### src/rtl/eth_tx_pkg.sv
// Shared types and constants for the Ethernet MII transmit framer.
package eth_tx_pkg;

    typedef enum logic [2:0] {
        IDLE,
        PREAMBLE,
        SFD,
        DATA,
        PAD,
        FCS,
        IFG,
        ERR
    } tx_state_e;

    localparam logic [3:0]  PREAMBLE_NIB  = 4'h5;
    localparam logic [3:0]  SFD_NIB       = 4'hD;
    localparam logic [31:0] CRC_POLY_REFL = 32'hEDB88320;
    localparam logic [31:0] CRC_INIT      = 32'hFFFFFFFF;

    localparam int unsigned DEF_PREAMBLE_NIBBLES = 15;
    localparam int unsigned DEF_IFG_NIBBLES      = 24;
    localparam int unsigned DEF_MIN_FRAME_BYTES  = 60;

    localparam logic [10:0] BYTE_CNT_MAX = '1;

endpackage

### src/rtl/eth_crc32_nibble.sv
// Combinational one-nibble step of the reflected Ethernet CRC-32.
module eth_crc32_nibble
    import eth_tx_pkg::*;
(
    input  logic [31:0] crc_i,
    input  logic [3:0]  nibble_i,
    output logic [31:0] crc_o
);

    // Fold the nibble in LSB-first, one polynomial step per bit.
    always_comb begin
        logic [31:0] c;
        c = crc_i ^ {28'h0, nibble_i};
        for (int unsigned i = 0; i < 4; i++) begin
            c = c[0] ? ((c >> 1) ^ CRC_POLY_REFL) : (c >> 1);
        end
        crc_o = c;
    end

endmodule

### src/rtl/eth_tx_mii_framer.sv
// Ethernet MAC transmit framer driving the MII TX pins on MTxClk.
// Sequence: preamble, SFD, data nibbles, optional pad, FCS, inter-frame gap.
// Build option ETH_TX_PAD_EN: pad frames shorter than MIN_FRAME_BYTES with
// zero bytes before the FCS; without it the FCS follows the last byte directly.
module eth_tx_mii_framer
    import eth_tx_pkg::*;
#(
    parameter int unsigned PREAMBLE_NIBBLES = DEF_PREAMBLE_NIBBLES,
    parameter int unsigned IFG_NIBBLES      = DEF_IFG_NIBBLES,
    parameter int unsigned MIN_FRAME_BYTES  = DEF_MIN_FRAME_BYTES
) (
    input  logic       MTxClk,
    input  logic       TxReset,
    input  logic       tx_valid_i,
    input  logic [7:0] tx_data_i,
    input  logic       tx_eof_i,
    output logic       tx_ready_o,
    input  logic       MCrS,
    output logic [3:0] MTxD,
    output logic       MTxEn,
    output logic       MTxErr,
    output logic       tx_done_o,
    output logic       tx_underrun_o
);

`ifdef ETH_TX_PAD_EN
    localparam bit PAD_EN = 1'b1;
`else
    localparam bit PAD_EN = 1'b0;
`endif

    localparam logic [7:0]  PRE_LAST = 8'(PREAMBLE_NIBBLES - 1);
    localparam logic [7:0]  IFG_LAST = 8'(IFG_NIBBLES - 1);
    localparam logic [10:0] MIN_B    = 11'(MIN_FRAME_BYTES);

    tx_state_e   state_q, state_d;
    logic [7:0]  cnt_q, cnt_d;
    logic        phase_q, phase_d;       // 0: low nibble cycle, 1: high nibble cycle
    logic [7:0]  data_q, data_d;
    logic        eof_q, eof_d;
    logic [10:0] byte_cnt_q, byte_cnt_d;
    logic [31:0] crc_q, crc_d;
    logic        done_q, done_d;

    logic [3:0]  data_nib;
    logic [3:0]  crc_nib;
    logic [31:0] crc_nxt;
    logic [31:0] fcs;
    logic [10:0] byte_cnt_inc;
    logic        short_frame;
    logic        start;

    assign data_nib     = phase_q ? data_q[7:4] : data_q[3:0];
    assign crc_nib      = (state_q == DATA) ? data_nib : 4'h0;
    assign fcs          = ~crc_q;
    assign byte_cnt_inc = (byte_cnt_q == BYTE_CNT_MAX) ? byte_cnt_q : byte_cnt_q + 11'd1;
    assign short_frame  = byte_cnt_inc < MIN_B;
    assign tx_done_o    = done_q;

    eth_crc32_nibble u_crc (
        .crc_i    (crc_q),
        .nibble_i (crc_nib),
        .crc_o    (crc_nxt)
    );

    // State and datapath registers with synchronous reset.
    always_ff @(posedge MTxClk) begin
        if (TxReset) begin
            state_q    <= IDLE;
            cnt_q      <= '0;
            phase_q    <= 1'b0;
            data_q     <= '0;
            eof_q      <= 1'b0;
            byte_cnt_q <= '0;
            crc_q      <= CRC_INIT;
            done_q     <= 1'b0;
        end else begin
            state_q    <= state_d;
            cnt_q      <= cnt_d;
            phase_q    <= phase_d;
            data_q     <= data_d;
            eof_q      <= eof_d;
            byte_cnt_q <= byte_cnt_d;
            crc_q      <= crc_d;
            done_q     <= done_d;
        end
    end

    // Next-state, handshake and MII pin decode.
    always_comb begin
        state_d       = state_q;
        cnt_d         = cnt_q;
        phase_d       = phase_q;
        data_d        = data_q;
        eof_d         = eof_q;
        byte_cnt_d    = byte_cnt_q;
        crc_d         = crc_q;
        done_d        = 1'b0;
        start         = 1'b0;
        tx_ready_o    = 1'b0;
        MTxD          = '0;
        MTxEn         = 1'b0;
        MTxErr        = 1'b0;
        tx_underrun_o = 1'b0;

        case (state_q)
            IDLE: begin
                start = tx_valid_i && !MCrS;
            end
            PREAMBLE: begin
                MTxEn = 1'b1;
                MTxD  = PREAMBLE_NIB;
                if (cnt_q == PRE_LAST) begin
                    state_d = SFD;
                    cnt_d   = '0;
                end else begin
                    cnt_d = cnt_q + 8'd1;
                end
            end
            SFD: begin
                MTxEn      = 1'b1;
                MTxD       = SFD_NIB;
                tx_ready_o = 1'b1;
                if (tx_valid_i) begin
                    data_d  = tx_data_i;
                    eof_d   = tx_eof_i;
                    phase_d = 1'b0;
                    state_d = DATA;
                end else begin
                    state_d = ERR;
                end
            end
            DATA: begin
                MTxEn = 1'b1;
                MTxD  = data_nib;
                crc_d = crc_nxt;
                if (!phase_q) begin
                    phase_d = 1'b1;
                end else begin
                    phase_d    = 1'b0;
                    byte_cnt_d = byte_cnt_inc;
                    if (eof_q) begin
                        state_d = (PAD_EN && short_frame) ? PAD : FCS;
                        cnt_d   = '0;
                    end else begin
                        tx_ready_o = 1'b1;
                        if (tx_valid_i) begin
                            data_d = tx_data_i;
                            eof_d  = tx_eof_i;
                        end else begin
                            state_d = ERR;
                        end
                    end
                end
            end
`ifdef ETH_TX_PAD_EN
            PAD: begin
                MTxEn = 1'b1;
                crc_d = crc_nxt;
                if (!phase_q) begin
                    phase_d = 1'b1;
                end else begin
                    phase_d    = 1'b0;
                    byte_cnt_d = byte_cnt_inc;
                    if (!short_frame) begin
                        state_d = FCS;
                        cnt_d   = '0;
                    end
                end
            end
`endif
            FCS: begin
                MTxEn = 1'b1;
                MTxD  = fcs[{cnt_q[2:0], 2'b00} +: 4];
                if (cnt_q[2:0] == 3'd7) begin
                    state_d = IFG;
                    cnt_d   = '0;
                    done_d  = 1'b1;
                end else begin
                    cnt_d = cnt_q + 8'd1;
                end
            end
            IFG: begin
                // The last gap cycle applies the idle start rule itself so a
                // pending frame follows after exactly IFG_NIBBLES low cycles.
                if (cnt_q == IFG_LAST) begin
                    cnt_d   = '0;
                    state_d = IDLE;
                    start   = tx_valid_i && !MCrS;
                end else begin
                    cnt_d = cnt_q + 8'd1;
                end
            end
            ERR: begin
                MTxEn         = 1'b1;
                MTxErr        = 1'b1;
                tx_underrun_o = 1'b1;
                state_d       = IFG;
                cnt_d         = '0;
            end
            default: begin
                state_d = IDLE;
            end
        endcase

        if (start) begin
            state_d    = PREAMBLE;
            cnt_d      = '0;
            phase_d    = 1'b0;
            eof_d      = 1'b0;
            byte_cnt_d = '0;
            crc_d      = CRC_INIT;
        end
    end

endmodule

### config.mk
export PLATFORM = sky130hd
export DESIGN_NAME = eth_tx_mii_framer
export DESIGN_NICKNAME = d
export VERILOG_FILES = /design/src/rtl/eth_tx_pkg.sv /design/src/rtl/eth_crc32_nibble.sv /design/src/rtl/eth_tx_mii_framer.sv
export SDC_FILE = /design/constraint.sdc
export NUM_CORES = 1
export LEC_CHECK = 0
export CORE_UTILIZATION = 51
export DETAILED_ROUTE_END_ITERATION = 10
export PLACE_DENSITY = 0.77
export SLEW_MARGIN = 20
export SYNTH_ARGS = -nofsm -noshare
export SYNTH_HDL_FRONTEND = slang
export SYNTH_HIERARCHICAL = 1
export SYNTH_SLANG_ARGS = --single-unit
### constraint.sdc
create_clock -name MTxClk -period 3.3 [get_ports MTxClk]
set_input_delay 0.66 -clock MTxClk [delete_from_list [all_inputs] [get_ports MTxClk]]
set_output_delay 0.66 -clock MTxClk [all_outputs]
set_load 0.05 [all_outputs]
Word level (Yosys, flattened, before mapping)
Cells that the tools add are included.
Widths: inputs -> output; s select.
{ "classes": {"eq_ne": 23, "reduce_logical": 14, "add_sub_neg": 1, "n_bitwise": 8, "muxes": 42, "n_shift": 1} }
{ "op_table": {"columns": ["op", "count"], "rows": [
  ["$mux 32", 4],
  ["$mux 8", 8],
  ["$not 13->14", 4],
  ["$pmux 8 s5", 1],
  ["$not 32->32", 1],
  ["$shiftx 32x6->4", 1],
  ["$xor 32x4->32", 1],
  ["$mux 3", 7],
  ["$pmux 3 s7", 1],
  ["$ne 2x2->1 const B", 8],
  ["$pmux 4 s4", 1],
  ["$pmux 8 s2", 1],
  ["$ne 3x3->1 const B", 5],
  ["$mux 1", 13],
  ["$eq 3x3->1 const B", 4],
  ["$reduce_and 6->1", 2],
  ["$reduce_and 3->1", 3],
  ["$add 8x1->8 const B", 1],
  ["$eq 8x4->1 const B", 1],
  ["$eq 8x5->1 const B", 1],
  ["$mux 4", 2],
  ["$pmux 1 s2", 4],
  ["$eq 3x2->1 const B", 2],
  ["$reduce_bool 5->1", 1],
  ["other kinds (10)", 12]
]} }
{ "word_totals": {"ff_bits": 54, "inputBits": 13, "elab_cells": 97, "output_inout_bits": 9} }

Longest topological paths before layout
Gate-level depths: netlist of the first run.
{ "logic_depth": {"ltp_word": 11, "mapped_depth": 11, "depth_no_buf": 7} }

Cells and area by module
The synthesis of the first run kept the hierarchy.
{ "by_module_without_submodules": {"columns": ["mod", "cells_per_inst", "seq_area_each_um2", "area_per_inst_um2", "instances"], "rows": [
  ["eth_tx_mii_framer", 320, 1081.0, 2675.1, 1],
  ["eth_crc32_nibble", 52, 0.0, 813.3, 1]
]} }

Worst setup path before layout of the first run
Ideal clock, no wire load.
{ "synth_path": {"path_type": "flip-flop to output port", "from": "register cnt_q[0]", "to": "output port MTxD[0]", "path_slack_ns": 0.191, "t_required_ns": 2.640, "path_buffers": 1, "arrival_time_ns": 2.449, "path_stages_with_launch": 6, "cell_sequence": "dfxtp_1 buf_4 mux4_2 mux2i_1 nand2_1 a221oi_1"} }
{ "synth_via": {"elab_chain_cells": 2} }
{ "synth_rtl": {"columns": ["item", "line", "rtl"], "rows": [
  ["start, declared", "eth_tx_mii_framer.sv:37", "logic [7:0] cnt_q, cnt_d;"],
  ["start signal, assigned", "eth_tx_mii_framer.sv:79", "cnt_q <= cnt_d;"],
  ["$shiftx 32x6->4", "eth_tx_mii_framer.sv:174", "MTxD = fcs[{cnt_q[2:0], 2'b00} +: 4];"],
  ["$pmux 4 s4", "eth_tx_mii_framer.sv:106", "case (state_q)"],
  ["end, declared", "eth_tx_mii_framer.sv:19", "output logic [3:0] MTxD,"]
]} }
Every way passes these cells.

Worst setup path after layout of the first run
{ "layout_path": {"from": "register cnt_q[0]", "to": "output port MTxD[2]"} }
Same word-level chain as after synthesis.

==> results of run 1 <==
critical path: cells and delay by family, from the launching register on:
kind	cells	cell delay, ns
AO/OA/AOI/OAI	1	0.48
buffers and inverters	1	0.21
flip-flops	1	0.53
multiplexers	2	0.70
AND/OR/NAND/NOR	1	0.07
cell usage after synthesis, drive strengths merged, types with 6 or more instances:
master / count / area [sq um]
a21oi: 14 / 77.6
buf: 20 / 129
clkbuf: 10 / 37.5
dfxtp: 54 / 1080
inv: 7 / 26.3
mux2i: 17 / 170
mux4: 8 / 180
nand2: 79 / 297
nand3: 41 / 205
nor2: 24 / 97.6
nor3: 6 / 30.0
xnor2: 14 / 138
xnor3: 25 / 563
logic make-up (layout without fill, tap and decap cells):
kind of cell             Yosys count  in the layout
AND/OR/NAND/NOR                  170            170
flip-flops                        54             54
XOR/XNOR                          42             42
AO/OA/AOI/OAI                     38             38
buffers and inverters             37             48
multiplexers                      27             27
adder cells (fa/ha/maj)            4              4
layer usage:
metal	vias up	GRT usage [%]	wire length (um)
li1	1302	-	-
met1	1263	30.8	3420
met2	70	35.0	3390
met3	9	3.44	419
met4	0	4.78	76
met5	-	0	0
where the power goes:
| group | leakage (nW) | switching, W | internal [W] |
|---|---|---|---|
| clock network | 0.0563 | 0.000236 | 0.000231 |
| registers | 0.437 | 0.00000645 | 0.000654 |
| logic | 1.20 | 0.0000562 | 0.0000425 |
area by class of cell:
| type | instances | area share, % |
|---|---|---|
| Clock inverter | 3 | 1.26 |
| Multi-Input combinational cell | 281 | 57.2 |
| Tap cell | 77 | 2.48 |
| Sequential cell | 54 | 27.8 |
| Inverter | 7 | 0.676 |
| Timing Repair Buffer | 33 | 8.75 |
| Clock buffer | 5 | 1.77 |
worst max-delay path by stage:
stage             start  endpoint  slack (ns)  depth (start not counted)
5_1_grt        cnt_q[0]   MTxD[2]        0.20                          5
3_5_place_dp   cnt_q[0]   MTxD[0]        0.47                          5
4_1_cts        cnt_q[0]   MTxD[0]        0.12                          5
2_1_floorplan  cnt_q[0]   MTxD[0]        0.19                          5
6_report       cnt_q[0]   MTxD[2]        0.33                          5
3_3_place_gp   cnt_q[0]   MTxD[0]        0.53                          5
through the flow:
stage                     setup WS (ns)  instance area [sq um]  std cells  total power (W)  util (%)
final                             0.335                   3890        460          0.00123      60.2
after global routing              0.203                   3890        460          0.00127      60.2
after CTS                         0.124                   3890        460          0.00123      60.2
after detailed placement          0.470                   3770        452         0.000774      58.3
after global placement            0.525                   3760        452         0.000773      58.2
after floorplan                   0.191                   3490        372         0.000732         -
flip-flops by register name, indices dropped and copies added, names as in the netlist:
register	flops
cnt_q	8
crc_q	32
data_q	8
eof_q	1
phase_q	1
state_q	3
tx_done_o	1
==> flow_summary.json, run 1 <==
{
  "crit_path_start_kind": "register",
  "tightest_slew_ns": 0.801,
  "grt_antenna_before_repair": 0,
  "clock.fmax_ghz": 0.337,
  "coreArea_sq_um": 6460,
  "r2r_slack_ns": 0.58,
  "seq_area_frac_synth_pct": 31.0,
  "cts_sinks": 54,
  "synth-edff-count": 0,
  "cts_made_buffers": 5,
  "setup_tns_ns": 0,
  "leakage_nw": 1.70,
  "min_period_ns": 2.97,
  "ant_nets": 0,
  "grt_pass1_wl_um": 12300,
  "regArea_sq_um": 1080,
  "cp_cell_sequence": "mux4_2 > mux2i_1 > nand2_1 > a221oi_1 > buf_12",
  "nFillCells": 526,
  "place_congestion": 0.875,
  "worst_ep_required_time_ns": 2.64,
  "hold_path_end": "crc_q[12]",
  "slew_headroom_pct": 46.3,
  "drtPass1Iterations": 7,
  "syn_nets": 388,
  "slew_violations": 0,
  "clock_skew_ns": 0.0142,
  "port_buffers": 21,
  "cts_setup_buffers": 0,
  "synth_cells": 372,
  "endpoint_kind": "output port",
  "dpl.hpwl_um": 5260,
  "final_common_cell": "nand2_1",
  "route.final.wire_length_um": 7310,
  "synth-adder-area-share_pct": 1.36,
  "arrival_ns": 2.31,
  "viasPerCell": 5.75,
  "min-delay-path-class": "register to register",
  "die_h_um": 84.7,
  "ir_drop_uv": 235,
  "syn_to_final_growth_pct": 11.4,
  "powerDensity_nw_per_um2": 315,
  "r2r_cells": 8,
  "violations": "DRC",
  "crit_slowest_cell": "mux4_2",
  "die-area_sq_um": 7170,
  "grtUsageTotal_pct": 21.6,
  "finalCritPeriodShare_pct": 89.9,
  "synth_mux_area_share_pct": 10.7,
  "post-route-drc-count": 3,
  "final_cell_mix": "79 x nand2_1, 53 x dfxtp_1, 41 x nand3_1",
  "fp.dieW_um": 84.7,
  "vias": 2644,
  "hold_violations": 0,
  "rsz0062_at_grt": "false",
  "cap_violations": 0,
  "synthSimpleGateAreaFrac_pct": 22.3,
  "r2r-end": "crc_q[24]",
  "n_antenna_cell": 0,
  "status": "complete, but fails checks",
  "clk_pin_slew_worst_paths_ns": 0.10,
  "drt-initial-drc-count": 257,
  "cts_hold_buffers": 0,
  "cts.path.max_buffers": 2,
  "synth_xor_area_share_pct": 21.6,
  "ys_seq_elements": 54,
  "path_class": "register to output port",
  "nets": 398,
  "root_buffer": "clkbuf_8",
  "grt_pass1_vias": 2525,
  "start_util_pct": 54.0,
  "io_pins": 22,
  "synth_top_family_by_area": "simple AND/OR/NAND/NOR gates",
  "routedWlPerCell_um": 15.9,
  "synth_cell_types": 49,
  "yosys_most_used_dff": "dfxtp_1",
  "holdWs_ns": 0.496,
  "ctsHtreeMaxLevel": 2,
  "clock_latency_ns": 0.32,
  "avgSynthCellArea_sq_um": 9.38,
  "rows": 29,
  "setup_viol": 0,
  "hold_path.startpoint": "crc_q[12]",
  "syn_area_sq_um": 3490,
  "multiInputGateArea_sq_um": 2220,
  "path_max_fanout": 11,
  "async_reset_ff_share_pct": 0,
  "hold_depth": 2,
  "yosysWarningCount": 6,
  "grt-ovfl-total": 0,
  "cts-resized-gates": 0,
  "r2r_start": "state_q[2]",
  "synth_compound_area_share_pct": 7.57,
  "drive_gt1_share_pct": 13.3,
  "slowest_delay_ns": 0.54,
  "cts_tree": "built",
  "grt_max_degree": 35
}
Power figures use the tool's default switching activity.
==> run 2: changes to the inputs <==
Settings changed: CAP_MARGIN set to 20, CORE_ASPECT_RATIO set to 1.5.
==> run 2 against run 1 <==
Against the previous run:
- the run now ends clean
- via count is essentially flat
- clock power is essentially flat
- utilization shrank 0.80 points
- critical endpoint is now MTxD[3]
- highest routed layer unchanged
==> flow_summary.json, run 2 (synthesized netlist as in run 1, its figures left out) <==
{
  "hold_path_end": "crc_q[14]",
  "hold_depth": 2,
  "cts_hold_buffers": 0,
  "post-route-drc-count": 0,
  "coreArea_sq_um": 6530,
  "r2r-end": "crc_q[21]",
  "grt_pass1_vias": 2564,
  "wirelength_met1_um": 3140,
  "ant_nets": 0,
  "slew_headroom_pct": 30.2,
  "slew_violations": 0,
  "nets": 397,
  "grt_pass1_wl_um": 12400,
  "met2_length_um": 3970,
  "cts.path.max_buffers": 2,
  "fin_ws_ns": 0.297,
  "status": "complete, no violations",
  "grt_max_degree": 34,
  "r2r_slack_ns": 0.55,
  "drive_gt1_share_pct": 12.6,
  "hold_path.startpoint": "crc_q[14]",
  "grtUsageTotal_pct": 21.9,
  "routedWlPerCell_um": 16.3,
  "instances_no_fill": 457,
  "worst_ep_required_time_ns": 2.64,
  "min-delay-path-class": "register to register",
  "leakage_nw": 1.69,
  "die-area_sq_um": 7180,
  "min_period_ns": 3.00,
  "grt_antenna_before_repair": 0,
  "utilization_pct": 59.4,
  "final_cell_mix": "79 x nand2_1, 53 x dfxtp_1, 41 x nand3_1",
  "hold_violations": 0,
  "place_congestion": 0.852,
  "powerDensity_nw_per_um2": 316,
  "largest_reg_flops": 32,
  "drtPass1Iterations": 4,
  "finalCritPeriodShare_pct": 91.0,
  "arrival_ns": 2.34,
  "cts_tree": "built",
  "routed.top_layer": "met4",
  "clock.fmax_ghz": 0.333,
  "tightest_slew_ns": 1.04,
  "root_buffer": "clkbuf_8",
  "top_register": "crc_q",
  "n_antenna_cell": 0,
  "fp.dieW_um": 69.5,
  "start_util_pct": 53.4,
  "port_buffers": 21,
  "route.final.wire_length_um": 7470,
  "cap_violations": 0,
  "r2r_cells": 8,
  "final_common_cell": "nand2_1",
  "setup_viol": 0,
  "clock_latency_ns": 0.32,
  "grt-ovfl-total": 0,
  "cts_sinks": 54,
  "nFillCells": 557,
  "crit_path_start_kind": "register",
  "cts_made_buffers": 5,
  "rows": 36,
  "clock_skew_ns": 0.0204,
  "endpoint_kind": "output port",
  "setup_tns_ns": 0,
  "place_inst": 450,
  "die_h_um": 103,
  "wl_met3_um": 226,
  "top_regs": "crc_q x32, cnt_q x8, data_q x8",
  "path_class": "register to output port",
  "dpl.hpwl_um": 5420,
  "ctsHtreeMaxLevel": 2,
  "clk_pin_slew_worst_paths_ns": 0.11,
  "vias": 2645,
  "place_ws_ns": 0.478,
  "syn_to_final_growth_pct": 11.2,
  "rsz0062_at_grt": "false",
  "io_pins": 22,
  "path_max_fanout": 17,
  "r2r_start": "state_q[2]",
  "ir_drop_uv": 169,
  "viasPerCell": 5.79,
  "drt-initial-drc-count": 173
}
run 2: changes by cell type in the layout (fill, tap and decap cells not counted), sizes merged:
cell	change
clkbuf	+1
clkinvlp	-1
buf	-1
inv	-1
run 2: area by class of cell:
cell class | count | area, sq um | area share [%]
Multi-Input combinational cell | 281 | 2220 | 57.2
Sequential cell | 54 | 1080 | 27.9
Timing Repair Buffer | 32 | 345 | 8.90
Tap cell | 76 | 95.1 | 2.45
Clock buffer | 6 | 82.6 | 2.13
Clock inverter | 1 | 30.0 | 0.774
Inverter | 7 | 26.3 | 0.677
run 2: per-stage QoR:
step,hold slack (ns),power [W],instance area (sq um)
floorplan,0.453,0.000732,3490
global placement,0.470,0.000776,3760
detailed placement,0.486,0.000777,3760
CTS,0.500,0.00124,3880
global route,0.520,0.00127,3880
finish,0.498,0.00123,3880
run 2: report_power, final:
group	switching, W	total, W	internal (W)
clock	0.000221	0.000465	0.000243
sequential	0.00000616	0.000660	0.000654
combinational	0.0000578	0.000103	0.0000448
total	0.000285	0.00123	0.000942
run 2: what timing repair did:
action	4_1_cts	5_1_grt
endpoints found under the hold margin	0	0
buffers inserted	0	0
gates resized for setup	0	1
setup endpoints to repair	0	2
run 2: worst max path at each step:
stage	slack, ns	cells past startpoint	end	start
floorplan	0.19	5	MTxD[0]	cnt_q[0]
global placement	0.53	5	MTxD[2]	cnt_q[0]
detailed placement	0.48	5	MTxD[2]	cnt_q[0]
CTS	0.13	5	MTxD[2]	cnt_q[0]
global route	0.13	7	MTxD[3]	state_q[2]
finish	0.30	7	MTxD[3]	state_q[2]
run 2: critical path, stage by stage (launching register included):
cell and delay, ns:
dfxtp_1 0.33, and2b_1 0.29, nand2_1 0.12, buf_4 0.21
nor2_1 0.39, a211oi_1 0.10, nor3_1 0.38, buf_12 0.19
run 2: per-layer routing:
layer | vias to the layer above | track usage, %
met5 | - | 0
met4 | 0 | 9.58
met2 | 51 | 40.4
met1 | 1283 | 25.6
met3 | 10 | 2.91
li1 | 1301 | -
==> run 3: changes to the inputs <==
Settings changed: CORE_UTILIZATION 51 to 55, PLACE_DENSITY 0.77 to 0.82, RECOVER_POWER set to 25.
==> run 3 against run 2 <==
Against the previous run:
- design area shrank 1.1%
- die area decreased by 7.1%
- sequential share of layout area rose by 0.31 points
- final cell count shrank 0.22%
- power decreased by 9.3%
- clock power decreased by 25%
- critical path depth did not move
- hold slack lost 0.014 ns
- critical path type unchanged
- clock skew decreased by 0.015 ns
- via count rose by 1.6%
- global-route usage up 2.4 points
==> flow_summary.json, run 3 (synthesized netlist as in run 1, its figures left out) <==
{
  "route.final.wire_length_um": 7400,
  "nFillCells": 512,
  "r2r_start": "state_q[2]",
  "cap_violations": 0,
  "rows": 35,
  "top_register": "crc_q",
  "drive_gt1_share_pct": 11.8,
  "cts_setup_buffers": 0,
  "powerDensity_nw_per_um2": 290,
  "post-route-drc-count": 0,
  "cp_cell_sequence": "and2b_1 > nand2_1 > buf_4 > nor2_1 > a211oi_1 > nor3_1 > buf_12",
  "ir_drop_uv": 192,
  "clk_pin_slew_worst_paths_ns": 0.09,
  "ctsHtreeMaxLevel": 2,
  "crit_path_start_kind": "register",
  "cts_made_buffers": 5,
  "top_regs": "crc_q x32, cnt_q x8, data_q x8",
  "grt-ovfl-total": 0,
  "setup_viol": 0,
  "tightest_slew_ns": 1.05,
  "endpoint_kind": "output port",
  "r2r-end": "crc_q[21]",
  "vias": 2688,
  "root_buffer": "clkbuf_8",
  "design_area_sq_um": 3840,
  "cts_hold_buffers": 0,
  "min_period_ns": 3.04,
  "p_comb_share_pct": 9.2,
  "slew_headroom_pct": 29.2,
  "slew_violations": 0,
  "dpl.hpwl_um": 5410,
  "critPathCapture": "MTxD[3]",
  "drt-initial-drc-count": 267,
  "clock.fmax_ghz": 0.329,
  "cts.path.max_buffers": 2,
  "cts_tree": "built",
  "viasPerCell": 5.89,
  "die_h_um": 99.5,
  "routedWlPerCell_um": 16.2,
  "clock_latency_ns": 0.30,
  "grt_pass1_vias": 2624,
  "cp-startpoint": "state_q[2]",
  "cts_sinks": 54,
  "min-delay-path-class": "register to register",
  "final_cell_mix": "79 x nand2_1, 53 x dfxtp_1, 41 x nand3_1",
  "largest_reg_flops": 32,
  "hold_path.startpoint": "crc_q[11]",
  "path_max_fanout": 9,
  "utilization_pct": 62.6,
  "grt_max_degree": 34,
  "nets": 398,
  "grtUsageTotal_pct": 24.3,
  "fp.dieW_um": 67.0,
  "pwr-share-seq_pct": 59.3,
  "slowest_delay_ns": 0.39,
  "coreArea_sq_um": 6130,
  "grt_pass1_wl_um": 12400,
  "n_antenna_cell": 0,
  "leakage_nw": 1.67,
  "path_buf_inv": 2,
  "setup_tns_ns": 0,
  "clockPowerShare_pct": 31.6,
  "die-area_sq_um": 6670,
  "arrival_ns": 2.38,
  "r2r_cells": 7,
  "path_class": "register to output port",
  "swShare_pct": 24.1,
  "switchingPower_w": 0.000268,
  "place_area_sq_um": 3770,
  "rsz0062_at_grt": "false",
  "place_congestion": 0.919,
  "crit_slowest_cell": "nor3_1",
  "grt_antenna_before_repair": 0,
  "r2r_slack_ns": 0.59,
  "hold_violations": 0,
  "finalCritPeriodShare_pct": 92.2,
  "p_int_w": 0.000845,
  "io_pins": 22,
  "ant_nets": 0,
  "place_ws_ns": 0.442,
  "final_common_cell": "nand2_1",
  "start_util_pct": 56.9,
  "status": "complete, no violations",
  "cp_top_family": "simple AND/OR/NAND/NOR gates",
  "port_buffers": 21,
  "fin_ws_ns": 0.257,
  "clock_skew_ns": 0.00529,
  "syn_to_final_growth_pct": 9.97,
  "worst_ep_required_time_ns": 2.64,
  "drtPass1Iterations": 4,
  "crit_cells": 7
}
## run 3: cell count changes in the layout (fill, tap and decap cells not counted)
cell / change
clkbuf_1: +2
clkdlybuf4s50_1: -2
dlygate4sd3_1: +2
a21oi_1: +1
a21oi_2: -1
buf_4: +1
bufinv_16: -1
clkbuf_8: -1
nor2_1: +1
nor2_4: -1
## run 3: how the worst min path moves through the flow
stage                end  slack, ns  cells past startpoint
2_1_floorplan   crc_q[0]       0.45                      2
3_3_place_gp   crc_q[10]       0.47                      2
3_5_place_dp   crc_q[11]       0.47                      2
4_1_cts        crc_q[11]       0.49                      2
5_1_grt        crc_q[29]       0.52                      2
6_report       crc_q[11]       0.48                      2
## run 3: layer usage
layer / share of wire, % / up-vias / GRT usage, %
li1: - / 1299 / -
met1: 40 / 1291 / 28.5
met2: 54 / 82 / 43.5
met3: 4.1 / 16 / 3.67
met4: 2.1 / 0 / 8.51
met5: 0 / - / 0
## run 3: what timing repair did
item	4_1_cts	5_1_grt
resized for setup	0	1
setup endpoints to repair	0	1
endpoints found under the hold margin	0	0
## run 3: worst register-to-register path, cell delays in order, from the launching register on
cell	delay, ns
dfxtp_1	0.31
and2b_1	0.28
nand2_1	0.24
nor2_1	0.63
xor2_2	0.48
xnor3_1	0.49
nand2_1	0.07
nand3_1	0.07
## run 3: through the flow
step,total power (W),hold WS [ns],std cells
2_1_floorplan,0.000732,0.453,372
3_3_place_gp,0.000775,0.466,449
3_5_place_dp,0.000777,0.474,449
4_1_cts,0.00112,0.487,456
5_1_grt,0.00115,0.519,456
6_report,0.00111,0.484,456
## run 3: cell type report
cell class              instances  area [sq um]  area share (%)
inverters                       7          26.3           0.685
flip-flops and latches         54          1080            28.2
multi-input cells             281          2210            57.5
well taps                      74          92.6            2.41
clock buffers                   7          76.3            1.99
repair buffers                 33           353            9.20
## run 3: power by group through the flow
stage	clock network, W	registers (W)	logic [W]
global route	0.000383	0.000661	0.000108
detailed placement	0	0.000675	0.000102
floorplan	0	0.000670	0.0000615
finish	0.000351	0.000660	0.000102
global placement	0	0.000674	0.000101
CTS	0.000361	0.000660	0.000102
==> patch 1 (config.mk and constraints of run 2) <==
Change the localparam `PAD_EN` from 1'b0 to 1'b1.
--- a/src/rtl/eth_tx_mii_framer.sv
+++ b/src/rtl/eth_tx_mii_framer.sv
@@ -26,7 +26,7 @@
 `ifdef ETH_TX_PAD_EN
     localparam bit PAD_EN = 1'b1;
 `else
-    localparam bit PAD_EN = 1'b0;
+    localparam bit PAD_EN = 1'b1;
 `endif
 
     localparam logic [7:0]  PRE_LAST = 8'(PREAMBLE_NIBBLES - 1);
Formal check against the unedited RTL: same outputs for any inputs over 10 cycles, from zero or initial values and one cycle with TxReset high; that may be too few to reach the edited logic, so the function may still have changed.
==> patch 1 against run 2 <==
- setup slack improved by 0.059 ns
- critical path depth down 2
- worst hold slack lost 0.014 ns
- first-iteration DRC count up 32%
- wire length is 18% higher
- area after synthesis grew 15%
- design area rose by 20%
- sequential cell count increased by 11
- utilization grew 1.6 points
Power is not compared: it rests on default switching activity, and its combinational part moved more than twofold at a synthesized area within 25%.
==> patch 1: results (changes against run 2) <==
<table>
<tr><th>Metric</th><th>Value</th></tr>
<tr><th colspan="2">Logic synthesis</th></tr>
<tr><td>Largest cells by area after synthesis</td><td>sky130_fd_sc_hd__dfxtp_1, sky130_fd_sc_hd__xnor3_1, sky130_fd_sc_hd__nand2_1, sky130_fd_sc_hd__xnor2_1, sky130_fd_sc_hd__nand3_1</td></tr>
<tr><td>Seq/Total Area, Yosys</td><td>0.3254 (+0.01551)</td></tr>
<tr><td>Leading cell types by count after synthesis</td><td>sky130_fd_sc_hd__nand2_1, sky130_fd_sc_hd__dfxtp_1, sky130_fd_sc_hd__nor2_1, sky130_fd_sc_hd__nand3_1, sky130_fd_sc_hd__xnor3_1</td></tr>
<tr><td>Main flop type after synthesis</td><td>sky130_fd_sc_hd__dfxtp_1</td></tr>
<tr><td>Synthesized Nets</td><td>448 (+15%)</td></tr>
<tr><th colspan="2">Clocking</th></tr>
<tr><td>Register clock-pin slew on the reported worst setup and hold paths</td><td>0.05 ns (-0.06 ns)</td></tr>
<tr><td>Root buffer cell</td><td>sky130_fd_sc_hd__clkbuf_16</td></tr>
<tr><td>Max clock buf depth</td><td>2 (unchanged)</td></tr>
<tr><td>Clock buffers created by TritonCTS</td><td>9 (+4)</td></tr>
<tr><th colspan="2">Hold path</th></tr>
<tr><td>Destination of the worst hold path</td><td>crc_q[4]</td></tr>
<tr><td>Hold Startpoint</td><td>crc_q[4]</td></tr>
<tr><th colspan="2">Route</th></tr>
<tr><td>Wire per inst</td><td>16.06 um (-1.7%)</td></tr>
<tr><td>Detailed-route vias per instance</td><td>5.755 (-0.57%)</td></tr>
<tr><td>Violation count after the first detailed-route iteration</td><td>229 (+32%)</td></tr>
<tr><th colspan="2">Global routing</th></tr>
<tr><td>Vias in the first global route</td><td>3119 (+22%)</td></tr>
<tr><td>Total routing usage reported by global routing</td><td>0.2363 (+0.01691)</td></tr>
<tr><td>Pin count of the biggest net entering global routing</td><td>36 (+5.9%)</td></tr>
<tr><th colspan="2">Outcome</th></tr>
<tr><td>Run status</td><td>finished clean</td></tr>
<tr><th colspan="2">Layout</th></tr>
<tr><td>Share of final-layout standard cells stronger than drive strength 1</td><td>0.1180 (-0.007944)</td></tr>
<tr><td>Final net count</td><td>461 (+16%)</td></tr>
<tr><th colspan="2">Timing</th></tr>
<tr><td>Worst relative slew slack</td><td>0.2923 (-0.01001)</td></tr>
<tr><td>Clock tree skew after final layout</td><td>0.004654 ns (-0.01572 ns)</td></tr>
<tr><th colspan="2">Place</th></tr>
<tr><td>RD Place Congestion</td><td>0.9648 (+13%)</td></tr>
<tr><td>Hpwl dp</td><td>6389 um (+18%)</td></tr>
<tr><th colspan="2">Setup path</th></tr>
<tr><td>Maximum fanout count along the critical path</td><td>8 (-9)</td></tr>
<tr><td>Arrival time of the worst setup path</td><td>2.28 ns (-0.06 ns)</td></tr>
<tr><td>Internal reg-to-reg setup slack</td><td>0.61 ns (+0.06 ns)</td></tr>
<tr><td>Worst reg-to-reg path cell count</td><td>9 (+1)</td></tr>
</table>
-- patch 1: cell count changes after synthesis, sizes merged, moves of 5 or more --
cell and change:
nand4 +5, clkbuf +7, xnor2 +11, dfxtp +11
xor2 +5, nor2 +16, a21oi -7
-- patch 1: how the worst max path moves through the flow --
stage	endpoint	depth (start not counted)	slack, ns	startpoint
finish	MTxD[2]	5	0.36	cnt_q[0]
global route	MTxD[2]	5	0.25	cnt_q[0]
CTS	MTxD[2]	5	0.35	cnt_q[0]
detailed placement	crc_q[19]	9	0.70	state_q[2]
global placement	cnt_q[1]	6	0.70	tx_valid_i
floorplan	tx_ready_o	3	0.73	state_q[1]
-- patch 1: kinds of logic (layout without fill, tap and decap cells) --
group,count (synthesis),after routing,share of synthesized area
AND/OR/NAND/NOR,200,200,0.2328
buffers and inverters,40,58,0.04662
flip-flops,65,65,0.3254
multiplexers,24,24,0.08510
XOR/XNOR,58,58,0.2234
AO/OA/AOI/OAI,40,40,0.07416
adder cells (fa/ha/maj),4,4,0.01252
-- patch 1: power by group through the flow --
stage	Clock (mW)	Combinational, mW	Sequential (mW)
after CTS	1.05	0.462	0.863
after floorplan	0	0.343	0.851
final	1.03	0.461	0.864
after global routing	1.08	0.494	0.868
after detailed placement	0	0.459	0.879
after global placement	0	0.453	0.877
-- patch 1: cell type report --
cell class / count / area, sq um
Fill cell: 653 / 2973
Multi-Input combinational cell: 326 / 2514
Clock inverter: 2 / 60.06
Sequential cell: 65 / 1301
Inverter: 6 / 22.52
Timing Repair Buffer: 36 / 350.3
Tap cell: 102 / 127.6
Clock buffer: 14 / 264.0
-- patch 1: metal layers --
metal,wire length [um],global-route usage
met5,0,0
met1,3389,0.2533
met2,4810,0.4097
met4,341,0.1270
met3,307,0.05931
-- patch 1: per-stage QoR --
stage                     hold WS, ns  std cells  worst slack (ns)  power, mW
after global placement         0.4732        535            0.6957      1.331
final                          0.4839        551            0.3562      2.356
after detailed placement       0.4789        535            0.6962      1.338
after floorplan                0.4527        431            0.7293      1.193
after CTS                      0.4863        551            0.3489      2.373
after global routing           0.5097        551            0.2505      2.446
-- patch 1: critical path: stages, from the launching register on --
cell and delay (ns):
sky130_fd_sc_hd__dfxtp_1 0.62, sky130_fd_sc_hd__buf_4 0.25, sky130_fd_sc_hd__mux4_2 0.51, sky130_fd_sc_hd__mux2i_1 0.18
sky130_fd_sc_hd__a211o_1 0.24, sky130_fd_sc_hd__buf_12 0.16
==> patch 2 (flow settings as in run 2) <==
Made on the original files. Put a register stage on the output `MTxD`, without a reset. The value now appears one clock later. The other outputs are not delayed to match.
--- a/src/rtl/eth_tx_mii_framer.sv
+++ b/src/rtl/eth_tx_mii_framer.sv
@@ -33,6 +33,8 @@
     localparam logic [7:0]  IFG_LAST = 8'(IFG_NIBBLES - 1);
     localparam logic [10:0] MIN_B    = 11'(MIN_FRAME_BYTES);
 
+    logic [3:0] MTxD_d;
+
     tx_state_e   state_q, state_d;
     logic [7:0]  cnt_q, cnt_d;
     logic        phase_q, phase_d;       // 0: low nibble cycle, 1: high nibble cycle
@@ -98,7 +100,7 @@
         done_d        = 1'b0;
         start         = 1'b0;
         tx_ready_o    = 1'b0;
-        MTxD          = '0;
+        MTxD_d        = '0;
         MTxEn         = 1'b0;
         MTxErr        = 1'b0;
         tx_underrun_o = 1'b0;
@@ -109,7 +111,7 @@
             end
             PREAMBLE: begin
                 MTxEn = 1'b1;
-                MTxD  = PREAMBLE_NIB;
+                MTxD_d = PREAMBLE_NIB;
                 if (cnt_q == PRE_LAST) begin
                     state_d = SFD;
                     cnt_d   = '0;
@@ -119,7 +121,7 @@
             end
             SFD: begin
                 MTxEn      = 1'b1;
-                MTxD       = SFD_NIB;
+                MTxD_d     = SFD_NIB;
                 tx_ready_o = 1'b1;
                 if (tx_valid_i) begin
                     data_d  = tx_data_i;
@@ -132,7 +134,7 @@
             end
             DATA: begin
                 MTxEn = 1'b1;
-                MTxD  = data_nib;
+                MTxD_d = data_nib;
                 crc_d = crc_nxt;
                 if (!phase_q) begin
                     phase_d = 1'b1;
@@ -171,7 +173,7 @@
 `endif
             FCS: begin
                 MTxEn = 1'b1;
-                MTxD  = fcs[{cnt_q[2:0], 2'b00} +: 4];
+                MTxD_d = fcs[{cnt_q[2:0], 2'b00} +: 4];
                 if (cnt_q[2:0] == 3'd7) begin
                     state_d = IFG;
                     cnt_d   = '0;
@@ -213,5 +215,9 @@
         end
     end
 
+    always_ff @(posedge MTxClk) begin
+        MTxD <= MTxD_d;
+    end
+
 endmodule
 
Formal check against the unedited RTL: not equivalent (Yosys sat finds a counterexample within 4 cycles, from zero or initial values and one cycle with TxReset high).
==> patch 2 against run 2 <==
- sequential share of layout area grew 0.83 points
- sequential power up 8.2%
- sequential cell count grew 4
- design area up 4.2%
- wire length down 0.66%
- fmax is 0.88% lower
- area after synthesis grew 3.8%
- setup slack worse by 0.027 ns
- power up 27%
- critical path depth down 3
- cell count rose by 2.2%
- non-clock buffer count decreased by 4
==> patch 2: results (changes against run 2) <==
<table>
<tr><th>Metric</th><th>Value</th></tr>
<tr><th colspan="2">Timing</th></tr>
<tr><td>Clock period minus worst slack</td><td>3.030 ns (+0.02666 ns)</td></tr>
<tr><td>Post-route worst hold slack</td><td>0.4859 ns (-0.01236 ns)</td></tr>
<tr><th colspan="2">Clocking</th></tr>
<tr><td>Worst-skew pair later-pin latency</td><td>0.34 ns (+0.02 ns)</td></tr>
<tr><td>Clk sinks</td><td>58 (+7.4%)</td></tr>
<tr><th colspan="2">Power</th></tr>
<tr><td>VDD IR-drop max</td><td>0.2023 mV (+20%)</td></tr>
<tr><td>Static power due to leakage</td><td>1.739 nW (+3.2%)</td></tr>
<tr><th colspan="2">Logic synthesis</th></tr>
<tr><td>Number of distinct library cell variants in the gate-level netlist after synthesis</td><td>56 (+14%)</td></tr>
<tr><td>Leading cell types by count after synthesis</td><td>sky130_fd_sc_hd__nand2_1, sky130_fd_sc_hd__dfxtp_1, sky130_fd_sc_hd__nand3_1, sky130_fd_sc_hd__xnor3_1, sky130_fd_sc_hd__nor2_1</td></tr>
<tr><td>Adder and majority gate portion of the synthesized area</td><td>0.01314 (-0.0004947)</td></tr>
<tr><th colspan="2">Setup path</th></tr>
<tr><td>Category of cells accounting for the largest share of critical-path delay</td><td>buffers and inverters</td></tr>
<tr><td>Arrival time of the worst setup path</td><td>2.37 ns (+0.03 ns)</td></tr>
<tr><td>Maximum fanout count along the critical path</td><td>16 (-1)</td></tr>
<tr><td>Critical R2R Capture</td><td>crc_q[18]</td></tr>
<tr><th colspan="2">Global routing</th></tr>
<tr><td>Met2 track demand over resource</td><td>0.3750 (-0.02903)</td></tr>
<tr><td>Global Route met1 Usage</td><td>0.2789 (+0.02265)</td></tr>
<tr><td>Total routing usage reported by global routing</td><td>0.2237 (+0.004333)</td></tr>
<tr><td>Vias in the first global route</td><td>2629 (+2.5%)</td></tr>
<tr><th colspan="2">Place</th></tr>
<tr><td>Hpwl dp</td><td>5017 um (-7.4%)</td></tr>
<tr><th colspan="2">Route</th></tr>
<tr><td>Total met3 wirelength after detailed routing</td><td>180 um (-20%)</td></tr>
<tr><td>Detailed-route wire length on metal 1</td><td>3161 um (+0.70%)</td></tr>
<tr><td>Met2 Routed Length</td><td>3986 um (+0.33%)</td></tr>
<tr><td>Violation count after the first detailed-route iteration</td><td>142 (-18%)</td></tr>
<tr><th colspan="2">Layout</th></tr>
<tr><td>Clock network contribution to total cell area</td><td>0.05882 (+0.02979)</td></tr>
<tr><td>Fraction of area in registers</td><td>0.2873 (+0.008273)</td></tr>
<tr><td>Clock buffer cells</td><td>12 (+6)</td></tr>
<tr><td>Total area of multi-input combinational cells</td><td>0.002271 sq mm (+2.4%)</td></tr>
<tr><td>Layout filler cell count</td><td>600 (+7.7%)</td></tr>
<tr><th colspan="2">Outcome</th></tr>
<tr><td>Run status</td><td>finished clean</td></tr>
</table>
[patch 2: changes by cell type after synthesis, sizes merged, moves of 3 or more]
cell / run 2 / this run
nand2: 79 / 83
o21ai: 5 / 11
a21oi: 14 / 3
dfxtp: 54 / 58
mux2i: 17 / 12
nand4b: 3 / 0
and3b: 0 / 3
nand3: 41 / 45
a31oi: 2 / 5
inv: 7 / 3
[patch 2: cells by family after synthesis]
kind of cell             Yosys count
multiplexers                      24
AND/OR/NAND/NOR                  176
XOR/XNOR                          42
flip-flops                        58
adder cells (fa/ha/maj)            4
buffers and inverters             36
AO/OA/AOI/OAI                     38
[patch 2: stage by stage]
step           cells  instance area, sq um    util
5_1_grt          467                  4041  0.5898
2_1_floorplan    378                  3620       -
3_5_place_dp     451                  3796  0.5541
4_1_cts          467                  4034  0.5888
6_report         467                  4041  0.5898
3_3_place_gp     451                  3796  0.5541
[patch 2: power by group]
part	internal (mW)	switching, mW
combinational	0.0320	0.0438
sequential	0.704	0.0101
clock	0.485	0.284
total	1.22	0.338
